===== src/rtl/rgb_matrix_pkg.sv =====
// Shared constants for the RGB matrix colour engine: mode and FSM encodings,
// hue-wheel segment codes and hue range helpers.
package rgb_matrix_pkg;

    // Button-selected display modes
    localparam logic [1:0] MODE_SOLID   = 2'd0;
    localparam logic [1:0] MODE_WHEEL   = 2'd1;
    localparam logic [1:0] MODE_RAINBOW = 2'd2;
    localparam logic [1:0] MODE_OFF     = 2'd3;

    // Update engine states
    localparam logic [1:0] ST_IDLE = 2'd0;
    localparam logic [1:0] ST_CALC = 2'd1;
    localparam logic [1:0] ST_DONE = 2'd2;

    // Hue wheel segments (hue >> PWM_BITS)
    localparam logic [2:0] SEG_RY = 3'd0;  // red -> yellow
    localparam logic [2:0] SEG_YG = 3'd1;  // yellow -> green
    localparam logic [2:0] SEG_GC = 3'd2;  // green -> cyan
    localparam logic [2:0] SEG_CB = 3'd3;  // cyan -> blue
    localparam logic [2:0] SEG_BM = 3'd4;  // blue -> magenta
    localparam logic [2:0] SEG_MR = 3'd5;  // magenta -> red

    // Number of distinct hues: six segments of 2^pwm_bits steps each
    function automatic int hue_range(input int pwm_bits);
        return 6 * (2 ** pwm_bits);
    endfunction

    // Width of the hue register: segment index (3 bits) above the fraction
    function automatic int hue_width(input int pwm_bits);
        return pwm_bits + 3;
    endfunction

endpackage


===== src/rtl/rgb_matrix_color_engine_hue_color.sv =====
// Combinational hue-to-colour conversion followed by brightness scaling.
// The scaled product is truncated (no rounding).
module rgb_hue_color
    import rgb_matrix_pkg::*;
#(
    parameter int PWM_BITS = 8
) (
    input  logic [PWM_BITS+2:0] i_hue,
    input  logic [PWM_BITS-1:0] i_bright,
    output logic [PWM_BITS-1:0] o_r,
    output logic [PWM_BITS-1:0] o_g,
    output logic [PWM_BITS-1:0] o_b
);

    localparam logic [PWM_BITS-1:0] MAX = '1;

    logic [2:0]          w_seg;
    logic [PWM_BITS-1:0] w_f;
    logic [PWM_BITS-1:0] w_c_r;
    logic [PWM_BITS-1:0] w_c_g;
    logic [PWM_BITS-1:0] w_c_b;

    assign w_seg = i_hue[PWM_BITS+2:PWM_BITS];
    assign w_f   = i_hue[PWM_BITS-1:0];

    function automatic logic [PWM_BITS-1:0] scale(input logic [PWM_BITS-1:0] c,
                                                  input logic [PWM_BITS-1:0] b);
        logic [2*PWM_BITS-1:0] p;
        p = {{PWM_BITS{1'b0}}, c} * {{PWM_BITS{1'b0}}, b};
        return p[2*PWM_BITS-1:PWM_BITS];
    endfunction

    // Piecewise-linear hue wheel: one channel ramps while the others sit at 0 or MAX
    always_comb begin
        w_c_r = '0;
        w_c_g = '0;
        w_c_b = '0;
        case (w_seg)
            SEG_RY: begin w_c_r = MAX;       w_c_g = w_f;        end
            SEG_YG: begin w_c_r = MAX - w_f; w_c_g = MAX;        end
            SEG_GC: begin w_c_g = MAX;       w_c_b = w_f;        end
            SEG_CB: begin w_c_g = MAX - w_f; w_c_b = MAX;        end
            SEG_BM: begin w_c_r = w_f;       w_c_b = MAX;        end
            SEG_MR: begin w_c_r = MAX;       w_c_b = MAX - w_f;  end
            default: ;
        endcase
    end

    assign o_r = scale(w_c_r, i_bright);
    assign o_g = scale(w_c_g, i_bright);
    assign o_b = scale(w_c_b, i_bright);

endmodule


===== src/rtl/rgb_matrix_color_engine.sv =====
// RGB LED matrix colour engine: PWM timebase, hue/mode state, a one-LED-per-cycle
// update engine filling a shadow duty bank, and a frame-synchronous swap into
// the active bank that drives the registered PWM comparators.
module rgb_matrix_color_engine
    import rgb_matrix_pkg::*;
#(
    parameter int N_LED        = 25,
    parameter int PWM_BITS     = 8,
    parameter int CLK_DIV      = 16,
    parameter int STEP_FRAMES  = 4,
    parameter int LED_HUE_STEP = 61
) (
    input  logic                clk,
    input  logic                reset_n,
    input  logic                btn_edge,
    input  logic [PWM_BITS-1:0] brightness,
    output logic [N_LED-1:0]    R,
    output logic [N_LED-1:0]    G,
    output logic [N_LED-1:0]    B,
    output logic [1:0]          mode,
    output logic                frame_tick
);

    localparam int HUE_W = hue_width(PWM_BITS);
    localparam int HR    = hue_range(PWM_BITS);
    localparam int PRE_W = (CLK_DIV > 1) ? $clog2(CLK_DIV) : 1;
    localparam int FC_W  = (STEP_FRAMES > 1) ? $clog2(STEP_FRAMES) : 1;
    localparam int IDX_W = (N_LED > 1) ? $clog2(N_LED) : 1;

    localparam logic [PWM_BITS-1:0] MAX      = '1;
    localparam logic [PRE_W-1:0]    PRE_LAST = PRE_W'(CLK_DIV - 1);
    localparam logic [FC_W-1:0]     FC_LAST  = FC_W'(STEP_FRAMES - 1);
    localparam logic [IDX_W-1:0]    IDX_LAST = IDX_W'(N_LED - 1);
    localparam logic [HUE_W-1:0]    HUE_LAST = HUE_W'(HR - 1);
    localparam logic [HUE_W:0]      HR_X     = (HUE_W + 1)'(HR);
    localparam logic [HUE_W:0]      STEP_X   = (HUE_W + 1)'(LED_HUE_STEP % HR);

    logic [PRE_W-1:0]    r_presc;
    logic [PWM_BITS-1:0] r_pwm;
    logic [FC_W-1:0]     r_fc;
    logic [HUE_W-1:0]    r_hue;
    logic [1:0]          r_mode;
    logic [1:0]          r_state;
    logic [IDX_W-1:0]    r_idx;
    logic [1:0]          r_calc_mode;
    logic [PWM_BITS-1:0] r_calc_bright;
    logic [HUE_W-1:0]    r_acc;

    logic [PWM_BITS-1:0] r_sh_r  [N_LED];
    logic [PWM_BITS-1:0] r_sh_g  [N_LED];
    logic [PWM_BITS-1:0] r_sh_b  [N_LED];
    logic [PWM_BITS-1:0] r_act_r [N_LED];
    logic [PWM_BITS-1:0] r_act_g [N_LED];
    logic [PWM_BITS-1:0] r_act_b [N_LED];

    logic                w_presc_wrap;
    logic                w_frame_wrap;
    logic                w_calc_we;
    logic                w_swap;
    logic [HUE_W:0]      w_acc_sum;
    logic [HUE_W-1:0]    w_acc_next;
    logic [PWM_BITS-1:0] w_col_r;
    logic [PWM_BITS-1:0] w_col_g;
    logic [PWM_BITS-1:0] w_col_b;
    logic [PWM_BITS-1:0] w_duty_r;
    logic [PWM_BITS-1:0] w_duty_g;
    logic [PWM_BITS-1:0] w_duty_b;

    // Frame boundary: last PWM step of the frame at a prescaler wrap. Decoded
    // from registers only, so it is a clean single-cycle pulse.
    assign w_presc_wrap = (r_presc == PRE_LAST);
    assign w_frame_wrap = w_presc_wrap && (r_pwm == MAX);
    assign frame_tick   = w_frame_wrap;
    assign mode         = r_mode;

    assign w_calc_we = (r_state == ST_CALC);
    assign w_swap    = (r_state == ST_DONE) && w_frame_wrap;

    // Incremental per-LED hue for RAINBOW, reduced modulo HR without a divider
    assign w_acc_sum  = {1'b0, r_acc} + STEP_X;
    assign w_acc_next = HUE_W'((w_acc_sum >= HR_X) ? (w_acc_sum - HR_X) : w_acc_sum);

    rgb_hue_color #(
        .PWM_BITS (PWM_BITS)
    ) u_hue_color (
        .i_hue    (r_acc),
        .i_bright (r_calc_bright),
        .o_r      (w_col_r),
        .o_g      (w_col_g),
        .o_b      (w_col_b)
    );

    assign w_duty_r = (r_calc_mode == MODE_OFF) ? '0 : w_col_r;
    assign w_duty_g = (r_calc_mode == MODE_OFF) ? '0 : w_col_g;
    assign w_duty_b = (r_calc_mode == MODE_OFF) ? '0 : w_col_b;

    // PWM timebase: prescaler divides clk, PWM counter steps once per prescaler wrap
    always_ff @(posedge clk or negedge reset_n) begin
        if (!reset_n) begin
            r_presc <= '0;
            r_pwm   <= '0;
        end else if (w_presc_wrap) begin
            r_presc <= '0;
            r_pwm   <= r_pwm + PWM_BITS'(1);
        end else begin
            r_presc <= r_presc + PRE_W'(1);
        end
    end

    // Frame counter and hue: hue advances every STEP_FRAMES frames in WHEEL/RAINBOW
    always_ff @(posedge clk or negedge reset_n) begin
        if (!reset_n) begin
            r_fc  <= '0;
            r_hue <= '0;
        end else if (w_frame_wrap) begin
            if (r_fc == FC_LAST) begin
                r_fc <= '0;
                if (r_mode == MODE_WHEEL || r_mode == MODE_RAINBOW) begin
                    r_hue <= (r_hue == HUE_LAST) ? '0 : r_hue + HUE_W'(1);
                end
            end else begin
                r_fc <= r_fc + FC_W'(1);
            end
        end
    end

    // Mode register: each button pulse advances the mode, wrapping OFF -> SOLID
    always_ff @(posedge clk or negedge reset_n) begin
        if (!reset_n) begin
            r_mode <= MODE_SOLID;
        end else if (btn_edge) begin
            r_mode <= r_mode + 2'd1;
        end
    end

    // Update engine: latch frame inputs at the tick, then compute one LED per cycle
    always_ff @(posedge clk or negedge reset_n) begin
        if (!reset_n) begin
            r_state       <= ST_IDLE;
            r_idx         <= '0;
            r_calc_mode   <= MODE_SOLID;
            r_calc_bright <= '0;
            r_acc         <= '0;
        end else begin
            case (r_state)
                ST_IDLE, ST_DONE: begin
                    if (w_frame_wrap) begin
                        r_state       <= ST_CALC;
                        r_idx         <= '0;
                        r_calc_mode   <= r_mode;
                        r_calc_bright <= brightness;
                        r_acc         <= r_hue;
                    end
                end
                ST_CALC: begin
                    if (r_calc_mode == MODE_RAINBOW) begin
                        r_acc <= w_acc_next;
                    end
                    if (r_idx == IDX_LAST) begin
                        r_state <= ST_DONE;
                    end else begin
                        r_idx <= r_idx + IDX_W'(1);
                    end
                end
                default: r_state <= ST_IDLE;
            endcase
        end
    end

    // Duty banks: shadow written during CALC, copied to active only at a frame boundary
    always_ff @(posedge clk or negedge reset_n) begin
        if (!reset_n) begin
            for (int i = 0; i < N_LED; i++) begin
                r_sh_r[i]  <= '0;
                r_sh_g[i]  <= '0;
                r_sh_b[i]  <= '0;
                r_act_r[i] <= '0;
                r_act_g[i] <= '0;
                r_act_b[i] <= '0;
            end
        end else begin
            if (w_calc_we) begin
                r_sh_r[r_idx] <= w_duty_r;
                r_sh_g[r_idx] <= w_duty_g;
                r_sh_b[r_idx] <= w_duty_b;
            end
            if (w_swap) begin
                for (int i = 0; i < N_LED; i++) begin
                    r_act_r[i] <= r_sh_r[i];
                    r_act_g[i] <= r_sh_g[i];
                    r_act_b[i] <= r_sh_b[i];
                end
            end
        end
    end

    // Registered PWM comparators driving the matrix pins
    always_ff @(posedge clk or negedge reset_n) begin
        if (!reset_n) begin
            R <= '0;
            G <= '0;
            B <= '0;
        end else begin
            for (int i = 0; i < N_LED; i++) begin
                R[i] <= (r_pwm < r_act_r[i]);
                G[i] <= (r_pwm < r_act_g[i]);
                B[i] <= (r_pwm < r_act_b[i]);
            end
        end
    end

endmodule


===== config.mk =====
export PLATFORM = sky130hd
export DESIGN_NAME = rgb_matrix_color_engine
export DESIGN_NICKNAME = d
export VERILOG_FILES = /design/src/rtl/rgb_matrix_pkg.sv /design/src/rtl/rgb_matrix_color_engine_hue_color.sv /design/src/rtl/rgb_matrix_color_engine.sv
export SDC_FILE = /design/constraint.sdc
export NUM_CORES = 2
export LEC_CHECK = 0
export ABC_AREA = 1
export BUFFER_PORTS_ARGS = -buffer_cell sky130_fd_sc_hd__buf_2
export CORE_MARGIN = 10
export CORE_UTILIZATION = 40
export CTS_CLUSTER_DIAMETER = 50
export DETAILED_ROUTE_END_ITERATION = 12
export SYNTH_ARGS = -nofsm -noshare
export SYNTH_HDL_FRONTEND = slang
export SYNTH_SLANG_ARGS = --single-unit
export TNS_END_PERCENT = 10

===== constraint.sdc =====
create_clock -name clk -period 6.5 [get_ports clk]
set_input_delay 0.325 -clock clk [delete_from_list [all_inputs] [get_ports clk]]
set_output_delay 0.325 -clock clk [all_outputs]
set_load 0.005 [all_outputs]

# After elaboration in Yosys (flattened, before gate mapping)

Cells that the tools add are included.

Muxes and demuxes: 24
Eq/ne operators: 20
Shift-type cells: 0
Add/sub/neg operators: 9
Magnitude comparators: 78
Multipliers: 3
Reductions and logical operators: 16
Bitwise logic cells: 1
Div/mod/pow operators: 0

Operators by type and width:

| operator               | number |
|---|---|
| $bwmux 200             | 3 |
| $lt 8x8->1             | 75 |
| $pmux 8 s3             | 3 |
| $mul 8x8->16           | 3 |
| $mux 11                | 4 |
| $demux 8 s5            | 1 |
| $mux 8                 | 4 |
| $pmux 11 s2            | 1 |
| $add 11x6->12 const B  | 1 |
| $ge 12x11->1 const B   | 1 |
| $add 11x1->11 const B  | 1 |
| $eq 11x11->1 const B   | 1 |
| $sub 11x11->11 const B | 1 |
| $eq 2x2->1 const B     | 5 |
| $mux 5                 | 2 |
| $pmux 5 s2             | 1 |
| $reduce_and 3->1       | 3 |
| $add 8x1->8 const B    | 1 |
| $eq 8x8->1 const B     | 1 |
| $reduce_or 2->1        | 4 |
| $sub 8x8->8 const A    | 1 |
| $eq 3x2->1 const B     | 2 |
| $eq 3x3->1 const B     | 2 |
| $ge 6x6->1 const B     | 1 |
| 20 further kinds       | 29 |

RAM bits: 0
Logic and storage cells: 314
Memories kept: 0
Output and inout bits: 78
Register bits: 1,330
Latch bits: 0
ROM bits: 0
Input port bits: 11

# Logic depth before layout (Yosys ltp)

Depth after elaboration: 6
Mapped depth: 28
Depth with buffers taken out: 26

# Modules after synthesis

A second synthesis with hierarchy kept.

Cells, all modules: 7,492
Area total of the unflattened synthesis: 68,167.9 um^2

Modules (own cells, without submodules):

| module                  | cells an instance | area each (um^2) | instances |
|---|---|---|---|
| rgb_matrix_color_engine | 6,520             | 61,527.8         | 1 |
| rgb_hue_color           | 972               | 6,640.1          | 1 |

# Least setup slack after synthesis

Ideal clock, no wire load.

Kind: reg2reg
Start point: register r_acc[9]
End point: register r_sh_r[102] in the netlist's numbering
Clock period less this slack: 5,281 ps
Buffers on the path: 2
Cell stages (with the launch flop): 23
Setup slack: 1,219 ps
Arrival time: 5,162 ps
Required time: 6,381 ps
Path through: dfrtp_1 > buf_6 > inv_6 > nand3_2 > nand2_4 > inv_1 > o21ai_0 > a21oi_1 > nor2_1 > fa_1 > fa_1 > fa_1 > inv_1 > fa_1 > inv_1 > ha_1 > a21oi_1 > o21ai_0 > a221oi_1 > nand3b_1 > buf_2 > nand4_1 > nand2_1

Word-level cells in the longest chain between the ends: 6
Elaborated cells between the ends (all ways): 9
Those cells by class: mul: 1; eq/ne: 3; mux: 3; reduce/logical: 2

RTL lines:

| what                                          | line                                    | source |
|---|---|---|
| from (decl)                                   | rgb_matrix_color_engine.sv:47           | `logic [HUE_W-1:0] r_acc;` |
| from (signal assigned)                        | rgb_matrix_color_engine.sv:152          | `r_acc <= r_hue;` |
| from (signal assigned)                        | rgb_matrix_color_engine.sv:157          | `r_acc <= w_acc_next;` |
| $eq 3x3->1 or $logic_not 3->1 (tied branches) | rgb_matrix_color_engine_hue_color.sv:38 | `case (w_seg)` |
| $reduce_or 2->1 (no line)                     | -                                       |  |
| $pmux 8 s3 (*)                                | rgb_matrix_color_engine_hue_color.sv:38 |  |
| $mul 8x8->16 (*)                              | rgb_matrix_color_engine_hue_color.sv:29 | `p = {{PWM_BITS{1'b0}}, c} * {{PWM_BITS{1'b0}}, b};` |
| $mux 8 (*)                                    | rgb_matrix_color_engine.sv:93           | `assign w_duty_r = (r_calc_mode == MODE_OFF) ? '0 : w_col_r;` |
| $bwmux 200 (*)                                | rgb_matrix_color_engine.sv:183          | `r_sh_r[r_idx] <= w_duty_r;` |
| to (signal, indexed assignment)               | rgb_matrix_color_engine.sv:183          |  |
| to (decl)                                     | rgb_matrix_color_engine.sv:49           | `logic [PWM_BITS-1:0] r_sh_r [N_LED];` |

Mark *: on every way between the ends. The rest lies on a longest branch, timed or not.
A chain may end at the register's enable or synchronous reset.

# Worst setup path in the final report

Start point: register r_acc[9]
End point: register r_sh_r[72] in the netlist's numbering

Same word-level chain as after synthesis.

==> summary.md <==
| Metric | Value |
|---|---|
| Post-Syn Instances | `6991` |
| Min Tclk post-route | `6030 ps` |
| Sequential share of power | `0.463` |
| Syn nets | `7742` |
| Leak Pwr | `38.6 nW` |
| Share of cells above drive strength 1 | `0.148` |
| Synth Cell Area | `0.0692 mm²` |
| First-pass GRT wire length | `300 mm` |
| Fmax | `166 MHz` |
| Max transition margin | `0.182` |
| Layout Nets | `7805` |
| Vias per cell | `5.27` |
| Drt total wl | `192 mm` |
| Worst hold path class | `primary input to async pin` |
| Switching share of power | `0.221` |
| DRT antenna net count | `0` |
| Clock slew at reported path FFs | `60 ps` |
| CORE AREA | `0.172 mm²` |
| Status | `finished, final reports clean` |
| Initial antenna violation count | `6` |
| Buffers on Ports | `88` |
| Largest net degree at the start of global routing | `202` |
| Power Dens Cells | `229 mW/mm²` |
| Smallest hold slack | `80.2 ps` |
| Die Ht | `436 µm` |
| Psw | `3.97 mW` |
| Clk pwr share | `0.525` |
| Post-route setup TNS | `0 ps` |
| Max-cap viol count | `0` |
| # fillers | `16000` |
| Crit. End Element | `flip-flop` |
| Period utilization | `0.927` |
| Crit path max fanout | `15` |
| Yosys cell types | `55` |
| Final routed DRC violation total | `0` |
| Clock Tree Root | `clkbuf_16` |
| Combinational share of power | `0.012` |
| Clock sinks | `1330` |
| RSZ-0062 raised after global routing | `false` |
| Worst slew pin tran | `1230 ps` |
| CTS Buf Count | `164` |
| Synth warn | `0` |
| Routability Congestion | `0.867` |
| Remaining Overflow, GRT | `0` |
| Finished Cell Area | `0.0783 mm²` |
| DIE WIDTH | `436 µm` |
| Slowest stage delay, CP | `870 ps` |
| P&R area growth vs syn | `13.2%` |
| All-Layer GR Usage | `0.200` |
| Vias in the first global route | `50700` |
| DP HPWL | `113 mm` |
| Die Footprint | `0.190 mm²` |
| Internal power | `14.0 mW` |
| Initial core utilization | `0.403` |
| Most used DFF post-synth | `dfrtp_1` |
| Post-synthesis sequential area ratio | `0.481` |
| Slowest cell on crit path | `o21ai_4` |
| Crit path arrival time | `6670 ps` |
| Routed length per instance | `20.2 µm` |
| Setup CP Type | `flip-flop to flip-flop` |
| Post-CTS Setup Repair Bufs | `0` |
| Max Slew Vio Count | `0` |
| Top Ports | `89` |
| CTS tree | `done` |
| Worst Skew | `47.0 ps` |
| H-tree depth | `4` |
| Crit-path most repeated cell | `fa_1` |
| Crit-path cells | `inv_6 -> nand3_2 -> nand2_4 -> inv_1 -> o21ai_0 -> a21oi_1 -> buf_4 -> or2_2 -> fa_1 -> fa_1 -> inv_1 -> fa_1 -> fa_1 -> ha_1 -> a21oi_1 -> o21a_1 -> o21ai_2 -> o21ai_4 -> buf_12 -> o21ai_0` |
| Post-synth EDFFs | `0` |
| Post-synthesis average cell area | `9.89 µm²` |
| Dpl cell area | `0.0725 mm²` |
| Worst Path Required | `7150 ps` |
| CP Launch Type | `flip-flop` |
| 1st-pass router iterations | `7` |
| Asr flop ratio synth | `1.00` |
| Final setup violation count | `0` |
| Peak VDD IR | `0.297 mV` |
| CTS Buffer Depth | `3` |
| Site Rows | `152` |
| Final hold viol count | `0` |
| Worst Path Buf+Inv | `5` |
| Clock latency on the worst-skew pair | `820 ps` |
| Post-synthesis register bit count | `1330` |
| Top Family by Delay on Critical Path | `adder cells` |
| Via Count | `50100` |
| Drt initial violations | `4202` |
-- routing by layer --
| metal | GRT usage | share of wire |
|---|---|---|
| met1 | 0.268 | 0.45 |
| met4 | 0.0640 | 0.028 |
| met5 | 0 | 0 |
| met2 | 0.334 | 0.47 |
| met3 | 0.0290 | 0.052 |
-- stage by stage --
step / util / std cells / total power [mW] / worst slack [ps]
2_1_floorplan: - / 6991 / 8.46 / 1220
3_3_place_gp: 0.422 / 9188 / 8.67 / 544
3_5_place_dp: 0.422 / 9188 / 8.67 / 483
4_1_cts: 0.456 / 9494 / 18.1 / 461
5_1_grt: 0.456 / 9494 / 18.5 / 64.9
6_report: 0.456 / 9496 / 17.9 / 474
-- layout by cell type (no fill, tap or decap), types with 10 or more instances in the layout --
| cell type | n |
|---|---|
| fa_1 | 105 |
| o21ai_1 | 77 |
| clkinvlp_4 | 10 |
| dlygate4sd3_1 | 10 |
| ha_1 | 635 |
| nor2_1 | 295 |
| o21ai_0 | 500 |
| mux2_2 | 450 |
| nand4_1 | 387 |
| inv_1 | 996 |
| nor3_1 | 30 |
| a21boi_0 | 76 |
| nand2_1 | 1117 |
| clkinv_2 | 16 |
| a2111oi_0 | 18 |
| nand3_1 | 66 |
| dfrtp_1 | 1322 |
| buf_12 | 35 |
| a21o_1 | 17 |
| o211ai_1 | 83 |
| bufinv_16 | 14 |
| buf_4 | 100 |
| clkbuf_8 | 34 |
| a21oi_1 | 266 |
| o21ai_2 | 61 |
| nand3_2 | 14 |
| buf_2 | 87 |
| xor2_1 | 16 |
| clkbuf_1 | 31 |
| clkbuf_16 | 164 |
| nand2_2 | 10 |
| clkinv_1 | 26 |
-- cell type report --
| class | instances | area, µm² | share of cell area |
|---|---|---|---|
| Sequential cell | 1330 | 33300 | 0.426 |
| Multi-Input combinational cell | 4298 | 30600 | 0.391 |
| Clock buffer | 229 | 4690 | 0.0599 |
| Inverter | 1027 | 3860 | 0.0494 |
| Tap cell | 2310 | 2890 | 0.0369 |
| Timing Repair Buffer | 233 | 2000 | 0.0255 |
| Clock inverter | 67 | 943 | 0.0121 |
| Antenna cell | 2 | 5.00 | 0.0000639 |
-- synth_stat cells (all sizes together) (2+ instances only) --
cell | n | area share
buf | 141 | 0.012
a2111oi | 23 | 0.0029
xor2 | 16 | 0.0020
nand2 | 1131 | 0.062
o21a | 4 | 0.00043
or2 | 9 | 0.00081
a211oi | 4 | 0.00043
mux2 | 450 | 0.073
a22oi | 2 | 0.00022
a31oi | 2 | 0.00018
dfrtp | 1330 | 0.48
o221ai | 2 | 0.00025
inv | 1001 | 0.054
a21boi | 80 | 0.0087
nor3b | 4 | 0.00043
o211ai | 83 | 0.0090
nand3b | 3 | 0.00038
a221oi | 4 | 0.00051
nor2 | 300 | 0.017
nor3 | 35 | 0.0031
clkinv | 26 | 0.0014
a21o | 17 | 0.0018
nand4 | 387 | 0.035
ha | 635 | 0.11
fa | 105 | 0.030
nand3 | 81 | 0.0068
o21ai | 643 | 0.050
clkbuf | 195 | 0.011
o21bai | 3 | 0.00033
xnor2 | 3 | 0.00038
a21oi | 266 | 0.019
-- power by group through the flow --
| stage | Clock [mW] | Sequential, mW | Combinational, mW |
|---|---|---|---|
| final | 9.42 | 8.30 | 0.217 |
| after CTS | 9.58 | 8.30 | 0.233 |
| after detailed placement | 0 | 8.45 | 0.227 |
| after global placement | 0 | 8.45 | 0.223 |
| after floorplan | 0 | 8.45 | 0.0148 |
| after global routing | 9.94 | 8.29 | 0.254 |
-- state kept, by name, indices dropped and copies added, names as in the netlist --
name / count
r_act_b: 200
r_act_g: 200
r_act_r: 200
r_sh_b: 200
r_sh_g: 200
r_sh_r: 200
B: 25
G: 25
R: 25
r_acc: 11
r_hue: 11
r_calc_bright: 8
r_pwm: 8
r_idx: 5
r_presc: 4
mode: 2
r_calc_mode: 2
r_fc: 2
r_state: 2
-- worst reg2reg max path: cells and delay by family, from the launching register on --
kind / cells / cell delay (ps)
compound gates: 7 / 1590
fa+ha+maj: 5 / 2320
buf+inv: 5 / 770
flops: 1 / 530
simple gates: 3 / 630
-- final timing paths --
check	from	to	slack [ps]	cells past startpoint
worst max register to register	r_acc[9]	r_sh_r[72]	470	20
worst min register to register	r_sh_r[154]	r_sh_r[154]	470	2
min in group clk	btn_edge	mode[0]	270	3
worst max-delay path	r_acc[9]	r_sh_r[72]	470	20
max in group asynchronous	reset_n	r_act_r[175]	4560	4
worst min-delay path	reset_n	r_act_r[85]	80	2
-- cells by family (layout without fill, tap and decap cells) --
group                    after synthesis  after routing  share of synthesized area
AND/OR/NAND/NOR                     1952           1952                      0.125
buffers and inverters               1363           1556                     0.0781
flip-flops                          1330           1330                      0.481
AO/OA/AOI/OAI                       1136           1136                     0.0943
adder cells (fa/ha/maj)              740            740                      0.145
multiplexers                         451            451                     0.0734
XOR/XNOR                              19             19                    0.00241
other                                  0              2                          0
-- what timing repair did --
item | 4_1_cts | 5_1_grt
resized for setup | 0 | 3
endpoints found under the hold margin | 105 | 0
setup endpoints to repair | 0 | 38
hold buffers | 10 | 0
Note: power is estimated with default switching activity, not from simulation.
